===== src/rtl/control_sequencer.sv =====
// Moore control unit for the 32-bit bus datapath: fetch (T0-T2) and execute (T3-T6)
// strobe generation for register-register ALU instructions, with memory wait/timeout.
module control_sequencer #(
    parameter int unsigned MEM_TIMEOUT = 16,
    parameter logic [4:0]  ALU_NOP     = 5'd0,
    parameter logic [4:0]  ALU_INC     = 5'd7
) (
    input  logic        Clock,
    input  logic        clr,
    input  logic        run,
    input  logic        mem_ready,
    input  logic [31:0] IR_q,
    output logic        PCout,
    output logic        MARin,
    output logic        IncPC,
    output logic        Zin,
    output logic        Zlowout,
    output logic        Zhighout,
    output logic        PCin,
    output logic        Read,
    output logic        MDRin,
    output logic        MDRout,
    output logic        IRin,
    output logic        Yin,
    output logic        HIin,
    output logic        LOin,
    output logic [15:0] Rout,
    output logic [15:0] Rin,
    output logic [4:0]  ALU_Sel,
    output logic        busy,
    output logic        halted,
    output logic        fault,
    output logic        illegal_op,
    output logic [15:0] instr_count
);

    localparam int unsigned WAIT_W = 8;
    localparam int unsigned NREG   = 16;
    localparam int unsigned CNT_W  = 16;

    localparam logic [4:0] OP_ADD  = 5'b00011;
    localparam logic [4:0] OP_SUB  = 5'b00100;
    localparam logic [4:0] OP_AND  = 5'b01001;
    localparam logic [4:0] OP_OR   = 5'b01010;
    localparam logic [4:0] OP_MUL  = 5'b01111;
    localparam logic [4:0] OP_DIV  = 5'b10000;
    localparam logic [4:0] OP_HALT = 5'b11011;

    typedef enum logic [3:0] {
        S_IDLE,
        S_T0,
        S_T1,
        S_T2,
        S_T3,
        S_T4,
        S_T5,
        S_T6,
        S_HALT,
        S_FAULT
    } state_t;

    state_t              state, state_nxt;
    logic [WAIT_W-1:0]   wait_cnt, wait_nxt;
    logic [CNT_W-1:0]    cnt_nxt;
    logic                illegal_nxt;

    logic [4:0] op;
    logic [3:0] ra, rb, rc;
    logic [4:0] alu_op;
    logic       op_legal;
    logic       op_muldiv;
    logic       unused_ir_bits;

    assign op = IR_q[31:27];
    assign ra = IR_q[26:23];
    assign rb = IR_q[22:19];
    assign rc = IR_q[18:15];
    assign unused_ir_bits = ^IR_q[14:0];

    // Opcode decode: ALU select, legality and two-word-result class
    always_comb begin
        alu_op    = ALU_NOP;
        op_legal  = 1'b1;
        op_muldiv = 1'b0;
        case (op)
            OP_ADD:  alu_op = 5'd1;
            OP_SUB:  alu_op = 5'd2;
            OP_AND:  alu_op = 5'd3;
            OP_OR:   alu_op = 5'd4;
            OP_MUL:  begin alu_op = 5'd5; op_muldiv = 1'b1; end
            OP_DIV:  begin alu_op = 5'd6; op_muldiv = 1'b1; end
            OP_HALT: alu_op = ALU_NOP;
            default: op_legal = 1'b0;
        endcase
    end

    always_ff @(posedge Clock) begin
        if (clr) begin
            state       <= S_IDLE;
            wait_cnt    <= '0;
            instr_count <= '0;
            illegal_op  <= 1'b0;
        end else begin
            state       <= state_nxt;
            wait_cnt    <= wait_nxt;
            instr_count <= cnt_nxt;
            illegal_op  <= illegal_nxt;
        end
    end

    // Next state, bookkeeping and state-decoded strobes
    always_comb begin
        state_nxt   = state;
        wait_nxt    = wait_cnt;
        cnt_nxt     = instr_count;
        illegal_nxt = illegal_op;
        PCout    = 1'b0;
        MARin    = 1'b0;
        IncPC    = 1'b0;
        Zin      = 1'b0;
        Zlowout  = 1'b0;
        Zhighout = 1'b0;
        PCin     = 1'b0;
        Read     = 1'b0;
        MDRin    = 1'b0;
        MDRout   = 1'b0;
        IRin     = 1'b0;
        Yin      = 1'b0;
        HIin     = 1'b0;
        LOin     = 1'b0;
        Rout     = '0;
        Rin      = '0;
        ALU_Sel  = ALU_NOP;
        busy     = 1'b0;
        halted   = 1'b0;
        fault    = 1'b0;

        case (state)
            S_IDLE: begin
                if (run) state_nxt = S_T0;
            end
            S_T0: begin
                busy      = 1'b1;
                PCout     = 1'b1;
                MARin     = 1'b1;
                IncPC     = 1'b1;
                Zin       = 1'b1;
                ALU_Sel   = ALU_INC;
                state_nxt = S_T1;
            end
            S_T1: begin
                busy    = 1'b1;
                Zlowout = 1'b1;
                Read    = 1'b1;
                MDRin   = 1'b1;
                // PC reload only on the first T1 cycle; the wait counter is zero there
                PCin    = (wait_cnt == '0);
                if (mem_ready) begin
                    state_nxt = S_T2;
                end else begin
                    wait_nxt = wait_cnt + WAIT_W'(1);
                    if (wait_cnt == WAIT_W'(MEM_TIMEOUT - 1)) state_nxt = S_FAULT;
                end
            end
            S_T2: begin
                busy      = 1'b1;
                MDRout    = 1'b1;
                IRin      = 1'b1;
                state_nxt = S_T3;
            end
            S_T3: begin
                busy = 1'b1;
                if (op == OP_HALT) begin
                    state_nxt = S_HALT;
                end else begin
                    Rout = NREG'(1) << rb;
                    Yin  = 1'b1;
                    if (op_legal) begin
                        state_nxt = S_T4;
                    end else begin
                        state_nxt   = S_FAULT;
                        illegal_nxt = 1'b1;
                    end
                end
            end
            S_T4: begin
                busy      = 1'b1;
                Rout      = NREG'(1) << rc;
                Zin       = 1'b1;
                ALU_Sel   = alu_op;
                state_nxt = S_T5;
            end
            S_T5: begin
                busy    = 1'b1;
                Zlowout = 1'b1;
                if (op_muldiv) begin
                    LOin      = 1'b1;
                    state_nxt = S_T6;
                end else begin
                    Rin       = NREG'(1) << ra;
                    cnt_nxt   = instr_count + CNT_W'(1);
                    state_nxt = run ? S_T0 : S_IDLE;
                end
            end
            S_T6: begin
                busy      = 1'b1;
                Zhighout  = 1'b1;
                HIin      = 1'b1;
                cnt_nxt   = instr_count + CNT_W'(1);
                state_nxt = run ? S_T0 : S_IDLE;
            end
            S_HALT:  halted = 1'b1;
            S_FAULT: fault  = 1'b1;
            default: state_nxt = S_IDLE;
        endcase

        if (state_nxt == S_T0) wait_nxt = '0;
    end

endmodule

===== config.mk =====
export PLATFORM = sky130hd
export DESIGN_NAME = control_sequencer
export DESIGN_NICKNAME = d
export VERILOG_FILES = /design/src/rtl/control_sequencer.sv
export SDC_FILE = /design/constraint.sdc
export NUM_CORES = 1
export LEC_CHECK = 0
export CAP_MARGIN = 25
export CORE_UTILIZATION = 38
export CTS_CLUSTER_DIAMETER = 50
export CTS_CLUSTER_SIZE = 14
export DETAILED_ROUTE_END_ITERATION = 6
export HOLD_SLACK_MARGIN = 0.06
export PLACE_DENSITY = 0.76
export SLEW_MARGIN = 20
export SYNTH_ARGS = -nofsm -noshare
export SYNTH_HDL_FRONTEND = slang
export SYNTH_SLANG_ARGS = --single-unit

===== constraint.sdc =====
create_clock -name Clock -period 2.1 [get_ports Clock]
set_clock_uncertainty 0.1 [all_clocks]
set_input_delay 0.315 -clock Clock [delete_from_list [all_inputs] [get_ports Clock]]
set_output_delay 0.315 -clock Clock [all_outputs]
set_load 0.01 [all_outputs]

==> results of run 1 <==
-- cells in the final DEF (no fill, tap or decap), types with 7 or more instances in the layout --
cell | netlist | final
nand2b_1 | 11 | 8
nor3_1 | 13 | 8
dfxtp_1 | 29 | 25
inv_1 | 14 | 11
nand2_1 | 22 | 21
o22ai_2 | 0 | 10
buf_4 | 7 | 72
clkdlybuf4s50_1 | 0 | 32
nor2_1 | 41 | 32
buf_6 | 1 | 31
xor2_1 | 11 | 11
nand3_1 | 12 | 7
buf_2 | 4 | 34
o21ai_0 | 9 | 8
a211oi_2 | 1 | 8
xnor2_1 | 10 | 10
-- worst max-delay path by stage --
| stage | from | to | slack (ns) | cells after the start |
|---|---|---|---|---|
| floorplan | IR_q[28] | Rin[0] | -0.003 | 6 |
| global placement | IR_q[31] | Rin[0] | -0.81 | 7 |
| detailed placement | IR_q[31] | Rin[0] | -0.87 | 7 |
| CTS | state[3] | Rout[0] | -0.20 | 7 |
| global route | state[0] | Rout[0] | -0.35 | 7 |
| finish | state[0] | Rout[12] | -0.32 | 7 |
-- state kept, by name, indices dropped and copies added, names as in the netlist --
register     flops
instr_count     16
wait_cnt         8
state            4
illegal_op       1
-- where the power goes --
part	internal (mW)	switching, mW	total (mW)
Combinational	0.260	0.269	0.529
Clock	0.228	0.241	0.469
Sequential	0.556	0.0104	0.567
Total	1.04	0.520	1.56
-- timing repair --
| item | 4_1_cts | 5_1_grt |
|---|---|---|
| resized for setup | 268 | 56 |
| setup buffers | 31 | 13 |
| setup endpoints to repair | 77 | 57 |
| pin swaps | 30 | 14 |
| cloned | 1 | 0 |
-- metal layers --
layer,track usage,share of wire,up-vias
met1,0.330,0.38,1501
met2,0.493,0.48,224
met5,0,0,-
met4,0.135,0.058,0
met3,0.0529,0.084,59
li1,-,-,1420
-- worst max-delay path: stages (launching register included) --
cell and delay (ns):
dfxtp_4 0.37, nor4b_4 0.30, a21boi_4 0.29, buf_4 0.15
nand3b_1 0.15, buf_6 0.18, o22ai_4 0.13, buf_6 0.13
-- layout make-up --
type / count / area [um^2]
multi-input cells: 236 / 1910
repair buffers: 186 / 1550
fillers: 370 / 1320
flip-flops and latches: 29 / 593
well taps: 72 / 90.1
clock buffers: 5 / 68.8
inverters: 14 / 57.6
clock inverters: 3 / 17.5
-- through the flow --
step	cells	worst slack, ns
3_3_place_gp	495	-0.812
6_report	545	-0.317
4_1_cts	535	-0.200
5_1_grt	545	-0.353
2_1_floorplan	301	-0.00303
3_5_place_dp	495	-0.866
-- cell families after synthesis --
family	Yosys count	share of synthesized area
xor+xnor	21	0.0816
compound gates	68	0.225
mux	3	0.0139
buf+inv	36	0.0771
other cells	1	0.00166
fa+ha+maj	3	0.0166
flops	29	0.257
simple gates	139	0.326
==> impl_metrics.prom, run 1 <==
# TYPE chip_impl_metric gauge
chip_impl_info{name="hold_end",value="instr_count[14]"} 1
chip_impl_metric{name="cts_inserted_buffers",unit=""} 5
chip_impl_metric{name="die_h",unit="um"} 79.0
chip_impl_metric{name="worst_pin_slew",unit="ns"} 0.594
chip_impl_metric{name="finish.utilization",unit=""} 0.766
chip_impl_info{name="sort_of_element_at_the_end_of_the_critical_path",value="output port"} 1
chip_impl_metric{name="place_hpwl",unit="mm"} 5.48
chip_impl_info{name="clk_root_buf",value="clkbuf_8"} 1
chip_impl_metric{name="regToRegSetupSlack",unit="ns"} -0.13
chip_impl_metric{name="clock_path_buffers",unit=""} 2
chip_impl_metric{name="clock_tree.htree_level_count",unit=""} 2
chip_impl_metric{name="cts_sinks",unit=""} 29
chip_impl_metric{name="edff_count_synth",unit=""} 0
chip_impl_metric{name="post_drt_via_cell_ratio",unit=""} 5.88
chip_impl_metric{name="routed_wirelength",unit="mm"} 10.1
chip_impl_metric{name="synthesized_instance_count",unit=""} 300
chip_impl_info{name="post-synth-top-area-cell",value="dfxtp_1"} 1
chip_impl_metric{name="r2r.worst_path.cells",unit=""} 10
chip_impl_metric{name="syn_area_per_cell",unit="um^2"} 7.52
chip_impl_metric{name="yosys.area.top_type_share",unit=""} 0.257
chip_impl_info{name="tritoncts",value="built"} 1
chip_impl_metric{name="crit_arrival",unit="ns"} 2.00
chip_impl_info{name="yosys-top-cells-area",value="dfxtp_1 (26%), nor2_1 (6.8%), xor2_1 (4.3%), xnor2_1 (3.9%), nand2_1 (3.7%)"} 1
chip_impl_metric{name="slew_viol_final",unit=""} 0
chip_impl_info{name="yosys-top-cells-count",value="nor2_1 (41), dfxtp_1 (29), nand2_1 (22)"} 1
chip_impl_info{name="regToRegStartpoint",value="state[3]"} 1
chip_impl_info{name="worstSetupPathType",value="register to output port"} 1
chip_impl_metric{name="yosysUniqueCellTypes",unit=""} 57
chip_impl_metric{name="fin_crit_sh",unit=""} 1.15
chip_impl_metric{name="antenna_violating_nets_post_route",unit=""} 0
chip_impl_metric{name="port-buffer-count",unit=""} 89
chip_impl_metric{name="grt_first_pass_wirelength",unit="mm"} 13.9
chip_impl_metric{name="max_freq",unit="GHz"} 0.414
chip_impl_metric{name="timing.final.crit_period",unit="ns"} 2.42
chip_impl_metric{name="report.final.hold_viol_count",unit=""} 0
chip_impl_metric{name="pin_count_of_the_biggest_net_entering_global_routing",unit=""} 16
chip_impl_metric{name="io_pins",unit=""} 107
chip_impl_metric{name="peakVddDrop",unit="mV"} 0.304
chip_impl_info{name="hold_start",value="instr_count[14]"} 1
chip_impl_info{name="critPathLaunchType",value="register"} 1
chip_impl_metric{name="ffs_latches_synth",unit=""} 29
chip_impl_metric{name="critical_path.max_fanout",unit=""} 4
chip_impl_metric{name="drt_drc_violations_left",unit=""} 0
chip_impl_info{name="ys.flop_type",value="dfxtp_1"} 1
chip_impl_info{name="regToRegEndpoint",value="wait_cnt[5]"} 1
chip_impl_metric{name="ys_async_sr_fraction",unit=""} 0
chip_impl_info{name="failed_checks",value="negative setup slack"} 1
chip_impl_metric{name="power_density",unit="nW/um^2"} 365
chip_impl_metric{name="ys.warnings.count",unit=""} 0
chip_impl_metric{name="num-nets-final",unit=""} 511
chip_impl_metric{name="first_iter_violations",unit=""} 179
chip_impl_metric{name="final-setup-viol-count",unit=""} 47
chip_impl_metric{name="fraction_of_layout_instances_using_a_drive_strength_above_1",unit=""} 0.493
chip_impl_metric{name="average_detailed_routed_wire_length_per_instance",unit="um"} 18.6
chip_impl_metric{name="via_count",unit=""} 3204
chip_impl_metric{name="grt_pass1_vias",unit=""} 2904
chip_impl_metric{name="antenna_found_initial",unit=""} 0
chip_impl_metric{name="grt.total_usage",unit=""} 0.282
chip_impl_metric{name="fp.coreArea",unit="um^2"} 5610
chip_impl_metric{name="globalRoute.totalOverflow",unit=""} 0
chip_impl_metric{name="n_antenna_cell",unit=""} 0
chip_impl_metric{name="leakagePower",unit="nW"} 1.88
chip_impl_metric{name="area_growth_from_synthesis_to_layout",unit="%"} 90.4
chip_impl_metric{name="clk_pin_slew",unit="ns"} 0.07
chip_impl_metric{name="detailedRoute.firstPassIterationCount",unit=""} 5
chip_impl_info{name="synth_most_common_cell",value="nor2_1"} 1
chip_impl_metric{name="timing.max_cap.violations",unit=""} 0
chip_impl_metric{name="fin_hold_ws",unit="ns"} 0.411
chip_impl_metric{name="hold-path-cell-count",unit=""} 2
chip_impl_metric{name="total_negative_slack",unit="ns"} -6.57
chip_impl_metric{name="finish.instance_area",unit="um^2"} 4290
chip_impl_metric{name="worst_slew_margin_rel",unit=""} 0.602
chip_impl_info{name="rsz0062_at_grt",value="yes"} 1
chip_impl_info{name="run_status",value="finished with violations"} 1
chip_impl_metric{name="cp.required",unit="ns"} 1.68
chip_impl_metric{name="gpl.final_weighted_congestion",unit=""} 0.874
chip_impl_metric{name="synth-seq-area-share",unit=""} 0.257
chip_impl_metric{name="clk_latency",unit="ns"} 0.30
chip_impl_metric{name="initial_utilization",unit=""} 0.402
chip_impl_metric{name="setup_slack",unit="ns"} -0.317
chip_impl_metric{name="fin_total_pwr",unit="mW"} 1.56
chip_impl_metric{name="die_outline_area",unit="um^2"} 6250
chip_impl_metric{name="rows",unit=""} 27
chip_impl_info{name="min_path_type",value="register to register"} 1
chip_impl_metric{name="die-width",unit="um"} 79.0
chip_impl_metric{name="placedInstanceArea",unit="um^2"} 3580
chip_impl_metric{name="netlist_area",unit="um^2"} 2250
chip_impl_metric{name="post_cts_hold_buffer_count",unit=""} 0
No activity file was read; power rests on OpenSTA's default activity.
==> inputs of run 2 (changes only) <==
--- a/config.mk
+++ b/config.mk
@@ -5,13 +5,15 @@
 export SDC_FILE = /design/constraint.sdc
 export NUM_CORES = 1
 export LEC_CHECK = 0
+export ABC_AREA = 1
 export CAP_MARGIN = 25
-export CORE_UTILIZATION = 38
+export CORE_UTILIZATION = 37
 export CTS_CLUSTER_DIAMETER = 50
 export CTS_CLUSTER_SIZE = 14
 export DETAILED_ROUTE_END_ITERATION = 6
+export GPL_TIMING_DRIVEN = 1
 export HOLD_SLACK_MARGIN = 0.06
-export PLACE_DENSITY = 0.76
+export PLACE_DENSITY = 0.75
 export SLEW_MARGIN = 20
 export SYNTH_ARGS = -nofsm -noshare
 export SYNTH_HDL_FRONTEND = slang
==> impl_metrics.prom, run 2 <==
# TYPE chip_impl_metric gauge
chip_impl_metric{name="edff_count_synth",unit=""} 0
chip_impl_metric{name="grt_pass1_vias",unit=""} 2569
chip_impl_metric{name="report.final.hold_viol_count",unit=""} 0
chip_impl_metric{name="post_drt_via_cell_ratio",unit=""} 4.98
chip_impl_info{name="run_status",value="finished clean"} 1
chip_impl_info{name="worstSetupPathType",value="register to output port"} 1
chip_impl_metric{name="post_cts_hold_buffer_count",unit=""} 0
chip_impl_metric{name="cp.required",unit="ns"} 1.68
chip_impl_info{name="final_cell_mix",value="nand2_1 (71), nor2_1 (60), inv_1 (45), buf_4 (39), nand3_1 (35)"} 1
chip_impl_metric{name="place.detailed.instances",unit=""} 556
chip_impl_metric{name="clk_latency",unit="ns"} 0.28
chip_impl_metric{name="cts_inserted_buffers",unit=""} 5
chip_impl_metric{name="fin_crit_sh",unit=""} 0.958
chip_impl_info{name="yosys-top-cells-count",value="nand2_1 (73), nor2_1 (65), inv_1 (48)"} 1
chip_impl_metric{name="crit_arrival",unit="ns"} 1.60
chip_impl_metric{name="ffs_latches_synth",unit=""} 29
chip_impl_metric{name="final-setup-viol-count",unit=""} 0
chip_impl_metric{name="max_freq",unit="GHz"} 0.497
chip_impl_metric{name="area_growth_from_synthesis_to_layout",unit="%"} 54.1
chip_impl_info{name="cp_cell_sequence",value="inv_2, buf_4, nand4_1, nor2_2, inv_2, o22ai_1, buf_2"} 1
chip_impl_metric{name="antenna_found_initial",unit=""} 0
chip_impl_metric{name="r2r.worst_path.cells",unit=""} 14
chip_impl_metric{name="globalRoute.totalOverflow",unit=""} 0
chip_impl_metric{name="ys_async_sr_fraction",unit=""} 0
chip_impl_info{name="yosys-top-cells-area",value="dfxtp_1 (26%), nand2_1 (12%), nor2_1 (11%), nand3_1 (8.1%), inv_1 (8.1%)"} 1
chip_impl_metric{name="synth-seq-area-share",unit=""} 0.260
chip_impl_metric{name="drt_drc_violations_left",unit=""} 0
chip_impl_info{name="min_path_type",value="register to register"} 1
chip_impl_metric{name="first_iter_violations",unit=""} 142
chip_impl_metric{name="placedInstanceArea",unit="um^2"} 3390
chip_impl_info{name="biggestRegsByFlops",value="instr_count (16), wait_cnt (8), state (4)"} 1
chip_impl_info{name="timing.critical_path.max_delay_family",value="buffers and inverters"} 1
chip_impl_info{name="synth_most_common_cell",value="nand2_1"} 1
chip_impl_metric{name="port-buffer-count",unit=""} 89
chip_impl_metric{name="critical_path.max_stage_delay",unit="ns"} 0.32
chip_impl_metric{name="netlist_area",unit="um^2"} 2230
chip_impl_info{name="cpMaxStageDelayCell",value="dfxtp_1"} 1
chip_impl_metric{name="via_count",unit=""} 2835
chip_impl_metric{name="clock_path_buffers",unit=""} 2
chip_impl_metric{name="fin_cells",unit=""} 569
chip_impl_metric{name="num-nets-final",unit=""} 535
chip_impl_info{name="ys.flop_type",value="dfxtp_1"} 1
chip_impl_metric{name="cts_sinks",unit=""} 29
chip_impl_metric{name="clock_tree.htree_level_count",unit=""} 2
chip_impl_metric{name="die_h",unit="um"} 79.7
chip_impl_metric{name="n_antenna_cell",unit=""} 0
chip_impl_metric{name="routed_wirelength",unit="mm"} 6.95
chip_impl_metric{name="finish.instance_area",unit="um^2"} 3440
chip_impl_metric{name="antenna_violating_nets_post_route",unit=""} 0
chip_impl_metric{name="io_pins",unit=""} 107
chip_impl_metric{name="yosysUniqueCellTypes",unit=""} 30
chip_impl_metric{name="place_hpwl",unit="mm"} 5.31
chip_impl_metric{name="peakVddDrop",unit="mV"} 0.268
chip_impl_metric{name="rows",unit=""} 27
chip_impl_info{name="crit_path_start",value="state[3]"} 1
chip_impl_info{name="critical_path.most_common_cell",value="inv_2"} 1
chip_impl_info{name="largest-register",value="instr_count"} 1
chip_impl_metric{name="timing.critical_path.buf_inv",unit=""} 4
chip_impl_info{name="rsz0062_at_grt",value="no"} 1
chip_impl_metric{name="syn_area_per_cell",unit="um^2"} 5.99
chip_impl_metric{name="die_outline_area",unit="um^2"} 6350
chip_impl_info{name="regToRegEndpoint",value="wait_cnt[3]"} 1
chip_impl_metric{name="slew_viol_final",unit=""} 0
chip_impl_metric{name="power_density",unit="nW/um^2"} 393
chip_impl_metric{name="fp.coreArea",unit="um^2"} 5680
chip_impl_metric{name="average_detailed_routed_wire_length_per_instance",unit="um"} 12.2
chip_impl_info{name="critPathLaunchType",value="register"} 1
chip_impl_metric{name="initial_utilization",unit=""} 0.394
chip_impl_metric{name="timing.final.crit_period",unit="ns"} 2.01
chip_impl_metric{name="total_negative_slack",unit="ns"} 0
chip_impl_metric{name="critical_path.max_fanout",unit=""} 6
chip_impl_info{name="clk_root_buf",value="clkbuf_8"} 1
chip_impl_info{name="hold_start",value="illegal_op"} 1
chip_impl_metric{name="pin_count_of_the_biggest_net_entering_global_routing",unit=""} 15
chip_impl_metric{name="regToRegSetupSlack",unit="ns"} 0.29
chip_impl_info{name="mostFrequentLayoutCell",value="nand2_1"} 1
chip_impl_metric{name="fillerInstances",unit=""} 561
chip_impl_metric{name="synthesized_instance_count",unit=""} 373
chip_impl_metric{name="die-width",unit="um"} 79.7
chip_impl_metric{name="leakagePower",unit="nW"} 1.58
chip_impl_info{name="hold_end",value="illegal_op"} 1
chip_impl_metric{name="max_reg_flops",unit=""} 16
chip_impl_metric{name="gpl.final_weighted_congestion",unit=""} 0.898
chip_impl_metric{name="clk_pin_slew",unit="ns"} 0.06
chip_impl_metric{name="timing.max_cap.violations",unit=""} 0
chip_impl_metric{name="grt.total_usage",unit=""} 0.220
chip_impl_info{name="regToRegStartpoint",value="state[3]"} 1
chip_impl_metric{name="fraction_of_layout_instances_using_a_drive_strength_above_1",unit=""} 0.233
chip_impl_metric{name="detailedRoute.firstPassIterationCount",unit=""} 4
chip_impl_info{name="tritoncts",value="built"} 1
chip_impl_metric{name="yosys.area.top_type_share",unit=""} 0.260
chip_impl_info{name="post-synth-top-area-cell",value="dfxtp_1"} 1
chip_impl_info{name="sort_of_element_at_the_end_of_the_critical_path",value="output port"} 1
chip_impl_metric{name="hold-path-cell-count",unit=""} 1
chip_impl_metric{name="ys.warnings.count",unit=""} 0
chip_impl_metric{name="grt_first_pass_wirelength",unit="mm"} 11.1
run 2: changes by cell type after synthesis, moves of 6 or more:
cell | previous run | this run
a211oi_1 | 9 | 0
a21oi_1 | 7 | 20
inv_1 | 14 | 48
nand2_1 | 22 | 73
nand2b_1 | 11 | 0
nand3_1 | 12 | 36
nor2_1 | 41 | 65
o2111ai_1 | 6 | 0
run 2: area by class of cell:
class	instances	area, um^2	area share
inverter	53	199	0.0578
clock buffer	7	96.3	0.0280
clock inverter	1	5.00	0.00145
sequential	29	583	0.169
tap	72	90.1	0.0262
multi-input combinational	279	1460	0.424
timing repair buffer	128	1010	0.293
run 2: where the power goes:
| part | internal (mW) | leakage [nW] | switching, mW |
|---|---|---|---|
| clock network | 0.295 | 0.0542 | 0.209 |
| registers | 0.557 | 0.235 | 0.00773 |
| logic | 0.128 | 1.29 | 0.158 |
| total | 0.980 | 1.58 | 0.374 |
run 2: logic make-up (layout without fill, tap and decap cells):
kind of cell	Yosys count	in the layout	share of synthesized area
flip-flops	29	29	0.260
other	1	2	0.00168
AND/OR/NAND/NOR	208	208	0.408
adder cells (fa/ha/maj)	3	3	0.0168
AO/OA/AOI/OAI	50	50	0.122
XOR/XNOR	16	16	0.0627
buffers and inverters	66	189	0.128
run 2: through the flow:
stage	worst slack, ns	power [mW]	utilization	hold slack [ns]
floorplan	0.245	0.709	-	0.284
global placement	-0.489	0.858	0.597	0.347
detailed placement	-0.539	0.864	0.597	0.363
CTS	0.000838	1.37	0.624	0.378
global route	0.000346	1.42	0.606	0.401
finish	0.0883	1.35	0.606	0.380
run 2: timing repair:
| item | in CTS | in global routing |
|---|---|---|
| setup buffers | 5 | 0 |
| endpoints found under the setup margin | 50 | 35 |
| pin swaps | 4 | 4 |
| resized for setup | 105 | 62 |
run 2: how the worst max path moves through the flow:
stage	endpoint	slack [ns]	cells after the start
after floorplan	Rout[3]	0.24	7
after global placement	Rin[4]	-0.49	9
after detailed placement	Rin[0]	-0.54	9
after CTS	Rout[1]	0.0008	7
after global routing	Rin[15]	0.0003	8
final	Rout[0]	0.09	7
run 2: layer usage:
layer	share of wire	global-route usage	up-vias
li1	-	-	1432
met1	0.43	0.257	1282
met2	0.48	0.389	107
met3	0.071	0.0389	14
met4	0.020	0.0927	0
met5	0	0	-
==> inputs of run 3 (changes only) <==
--- a/config.mk
+++ b/config.mk
@@ -18,3 +18,4 @@
 export SYNTH_ARGS = -nofsm -noshare
 export SYNTH_HDL_FRONTEND = slang
 export SYNTH_SLANG_ARGS = --single-unit
+export TNS_END_PERCENT = 10
==> impl_metrics.prom, run 3 (same netlist as run 2, synthesis figures left out) <==
# TYPE chip_impl_metric gauge
chip_impl_metric{name="total_negative_slack",unit="ns"} -0.00143
chip_impl_metric{name="detailedRoute.firstPassIterationCount",unit=""} 4
chip_impl_info{name="clk_root_buf",value="clkbuf_8"} 1
chip_impl_metric{name="clock_path_buffers",unit=""} 2
chip_impl_metric{name="ff_latch_area",unit="um^2"} 583
chip_impl_info{name="rsz0062_at_grt",value="yes"} 1
chip_impl_metric{name="multi_input_comb_area",unit="um^2"} 1450
chip_impl_metric{name="clock_tree.htree_level_count",unit=""} 2
chip_impl_metric{name="grt.total_usage",unit=""} 0.215
chip_impl_metric{name="timing.max_cap.violations",unit=""} 0
chip_impl_metric{name="cts_inserted_buffers",unit=""} 5
chip_impl_metric{name="drt_drc_violations_left",unit=""} 0
chip_impl_info{name="run_status",value="finished with violations"} 1
chip_impl_metric{name="cp.required",unit="ns"} 1.68
chip_impl_metric{name="critical_path.max_fanout",unit=""} 2
chip_impl_metric{name="max_reg_flops",unit=""} 16
chip_impl_metric{name="clk_latency",unit="ns"} 0.28
chip_impl_info{name="final_cell_mix",value="nand2_1 (71), nor2_1 (60), inv_1 (44), buf_4 (36), nand3_1 (35)"} 1
chip_impl_info{name="critPathLaunchType",value="input port"} 1
chip_impl_info{name="worstSetupPathType",value="input port to output port"} 1
chip_impl_metric{name="gpl.final_weighted_congestion",unit=""} 0.898
chip_impl_metric{name="grt_first_pass_wirelength",unit="mm"} 10.9
chip_impl_metric{name="fp.coreArea",unit="um^2"} 5680
chip_impl_metric{name="die_outline_area",unit="um^2"} 6350
chip_impl_metric{name="max_freq",unit="GHz"} 0.476
chip_impl_metric{name="critical_path.max_stage_delay",unit="ns"} 0.42
chip_impl_metric{name="grt_pass1_vias",unit=""} 2529
chip_impl_metric{name="place_hpwl",unit="mm"} 5.31
chip_impl_metric{name="r2r.worst_path.cells",unit=""} 14
chip_impl_info{name="biggestRegsByFlops",value="instr_count (16), wait_cnt (8), state (4)"} 1
chip_impl_info{name="min_path_type",value="register to register"} 1
chip_impl_metric{name="num-nets-final",unit=""} 532
chip_impl_metric{name="cts_sinks",unit=""} 29
chip_impl_metric{name="io_pins",unit=""} 107
chip_impl_metric{name="slew_viol_final",unit=""} 0
chip_impl_info{name="tritoncts",value="built"} 1
chip_impl_metric{name="area_growth_from_synthesis_to_layout",unit="%"} 53.2
chip_impl_metric{name="timing.final.crit_period",unit="ns"} 2.10
chip_impl_metric{name="average_detailed_routed_wire_length_per_instance",unit="um"} 12.2
chip_impl_metric{name="n_antenna_cell",unit=""} 0
chip_impl_metric{name="setup_slack",unit="ns"} -0.00143
chip_impl_metric{name="die-width",unit="um"} 79.7
chip_impl_metric{name="first_iter_violations",unit=""} 157
chip_impl_metric{name="post_drt_via_cell_ratio",unit=""} 4.98
chip_impl_metric{name="power_density",unit="nW/um^2"} 396
chip_impl_metric{name="clk_pin_slew",unit="ns"} 0.06
chip_impl_metric{name="fin_cells",unit=""} 566
chip_impl_metric{name="timing.critical_path.buf_inv",unit=""} 4
chip_impl_metric{name="pin_count_of_the_biggest_net_entering_global_routing",unit=""} 15
chip_impl_metric{name="leakagePower",unit="nW"} 1.58
chip_impl_metric{name="die_h",unit="um"} 79.7
chip_impl_metric{name="via_count",unit=""} 2819
chip_impl_metric{name="final-setup-viol-count",unit=""} 1
chip_impl_info{name="cpMaxStageDelayCell",value="clkdlybuf4s50_1"} 1
chip_impl_metric{name="routed_wirelength",unit="mm"} 6.88
chip_impl_info{name="sort_of_element_at_the_end_of_the_critical_path",value="output port"} 1
chip_impl_metric{name="report.final.hold_viol_count",unit=""} 0
chip_impl_metric{name="timing.critical_path.depth",unit=""} 6
chip_impl_metric{name="place_worst_setup_slack",unit="ns"} -0.539
chip_impl_metric{name="fin_crit_sh",unit=""} 1.00
chip_impl_metric{name="place.detailed.instances",unit=""} 556
chip_impl_metric{name="crit_arrival",unit="ns"} 1.69
chip_impl_info{name="cp_cell_sequence",value="clkdlybuf4s50_1, buf_4, nor3_1, inv_1, o22ai_1, clkdlybuf4s15_2"} 1
chip_impl_info{name="mostFrequentLayoutCell",value="nand2_1"} 1
chip_impl_metric{name="post_cts_hold_buffer_count",unit=""} 0
chip_impl_metric{name="antenna_found_initial",unit=""} 0
chip_impl_metric{name="peakVddDrop",unit="mV"} 0.268
chip_impl_metric{name="fin_hold_ws",unit="ns"} 0.375
chip_impl_metric{name="port-buffer-count",unit=""} 89
chip_impl_metric{name="rows",unit=""} 27
chip_impl_info{name="largest-register",value="instr_count"} 1
chip_impl_info{name="timing.critical_path.max_delay_family",value="buffers and inverters"} 1
chip_impl_metric{name="antenna_violating_nets_post_route",unit=""} 0
chip_impl_metric{name="fraction_of_layout_instances_using_a_drive_strength_above_1",unit=""} 0.223
chip_impl_metric{name="fin_total_pwr",unit="mW"} 1.35
chip_impl_metric{name="initial_utilization",unit=""} 0.394
chip_impl_metric{name="globalRoute.totalOverflow",unit=""} 0
chip_impl_metric{name="fillerInstances",unit=""} 557
chip_impl_metric{name="hold-path-cell-count",unit=""} 1
chip_impl_info{name="failed_checks",value="negative setup slack"} 1
==> run 3: changes by cell type in the layout (fill, tap and decap cells not counted), sizes merged <==
cell,change
dlygate4sd2,+1
clkdlybuf4s15,+1
buf,-7
clkbuf,+1
clkdlybuf4s50,+1
==> run 3: through the flow <==
step	area (um^2)	utilization
global placement	3390	0.597
global route	3420	0.603
floorplan	2240	-
finish	3420	0.603
detailed placement	3390	0.597
CTS	3510	0.618
==> run 3: final timing paths <==
| kind | end | slack [ns] | start |
|---|---|---|---|
| worst max-delay path | Rout[10] | -0.001 | IR_q[17] |
| worst min-delay path | illegal_op | 0.38 | illegal_op |
| worst max register to register | wait_cnt[3] | 0.27 | state[3] |
| worst min register to register | illegal_op | 0.38 | illegal_op |
==> run 3: timing repair <==
action	CTS	global route
resized for setup	98	60
pin swaps	2	2
setup buffers	1	1
setup endpoints to repair	50	37
==> run 3: cell type report <==
type,instances,share of cell area
clock buffers,7,0.0282
clock inverters,1,0.00146
inverters,53,0.0581
multi-input cells,279,0.422
flip-flops and latches,29,0.170
well taps,72,0.0263
repair buffers,125,0.293
==> run 3: report_power, final <==
group,internal (mW),total [mW],switching [mW]
clock,0.295,0.505,0.209
sequential,0.557,0.565,0.00787
combinational,0.127,0.285,0.158
==> run 3: worst register-to-register path, delay by kind of cell, from the launching register on <==
kind          cells  cell delay, ns
flops             1            0.35
buf+inv           5            0.50
simple gates      9            0.80
==> run 3: routing by layer <==
layer,up-vias,global-route usage,wire [um]
li1,1429,-,-
met1,1272,0.253,3000
met2,109,0.382,3250
met3,9,0.0423,527
met4,0,0.0782,91
met5,-,0,0
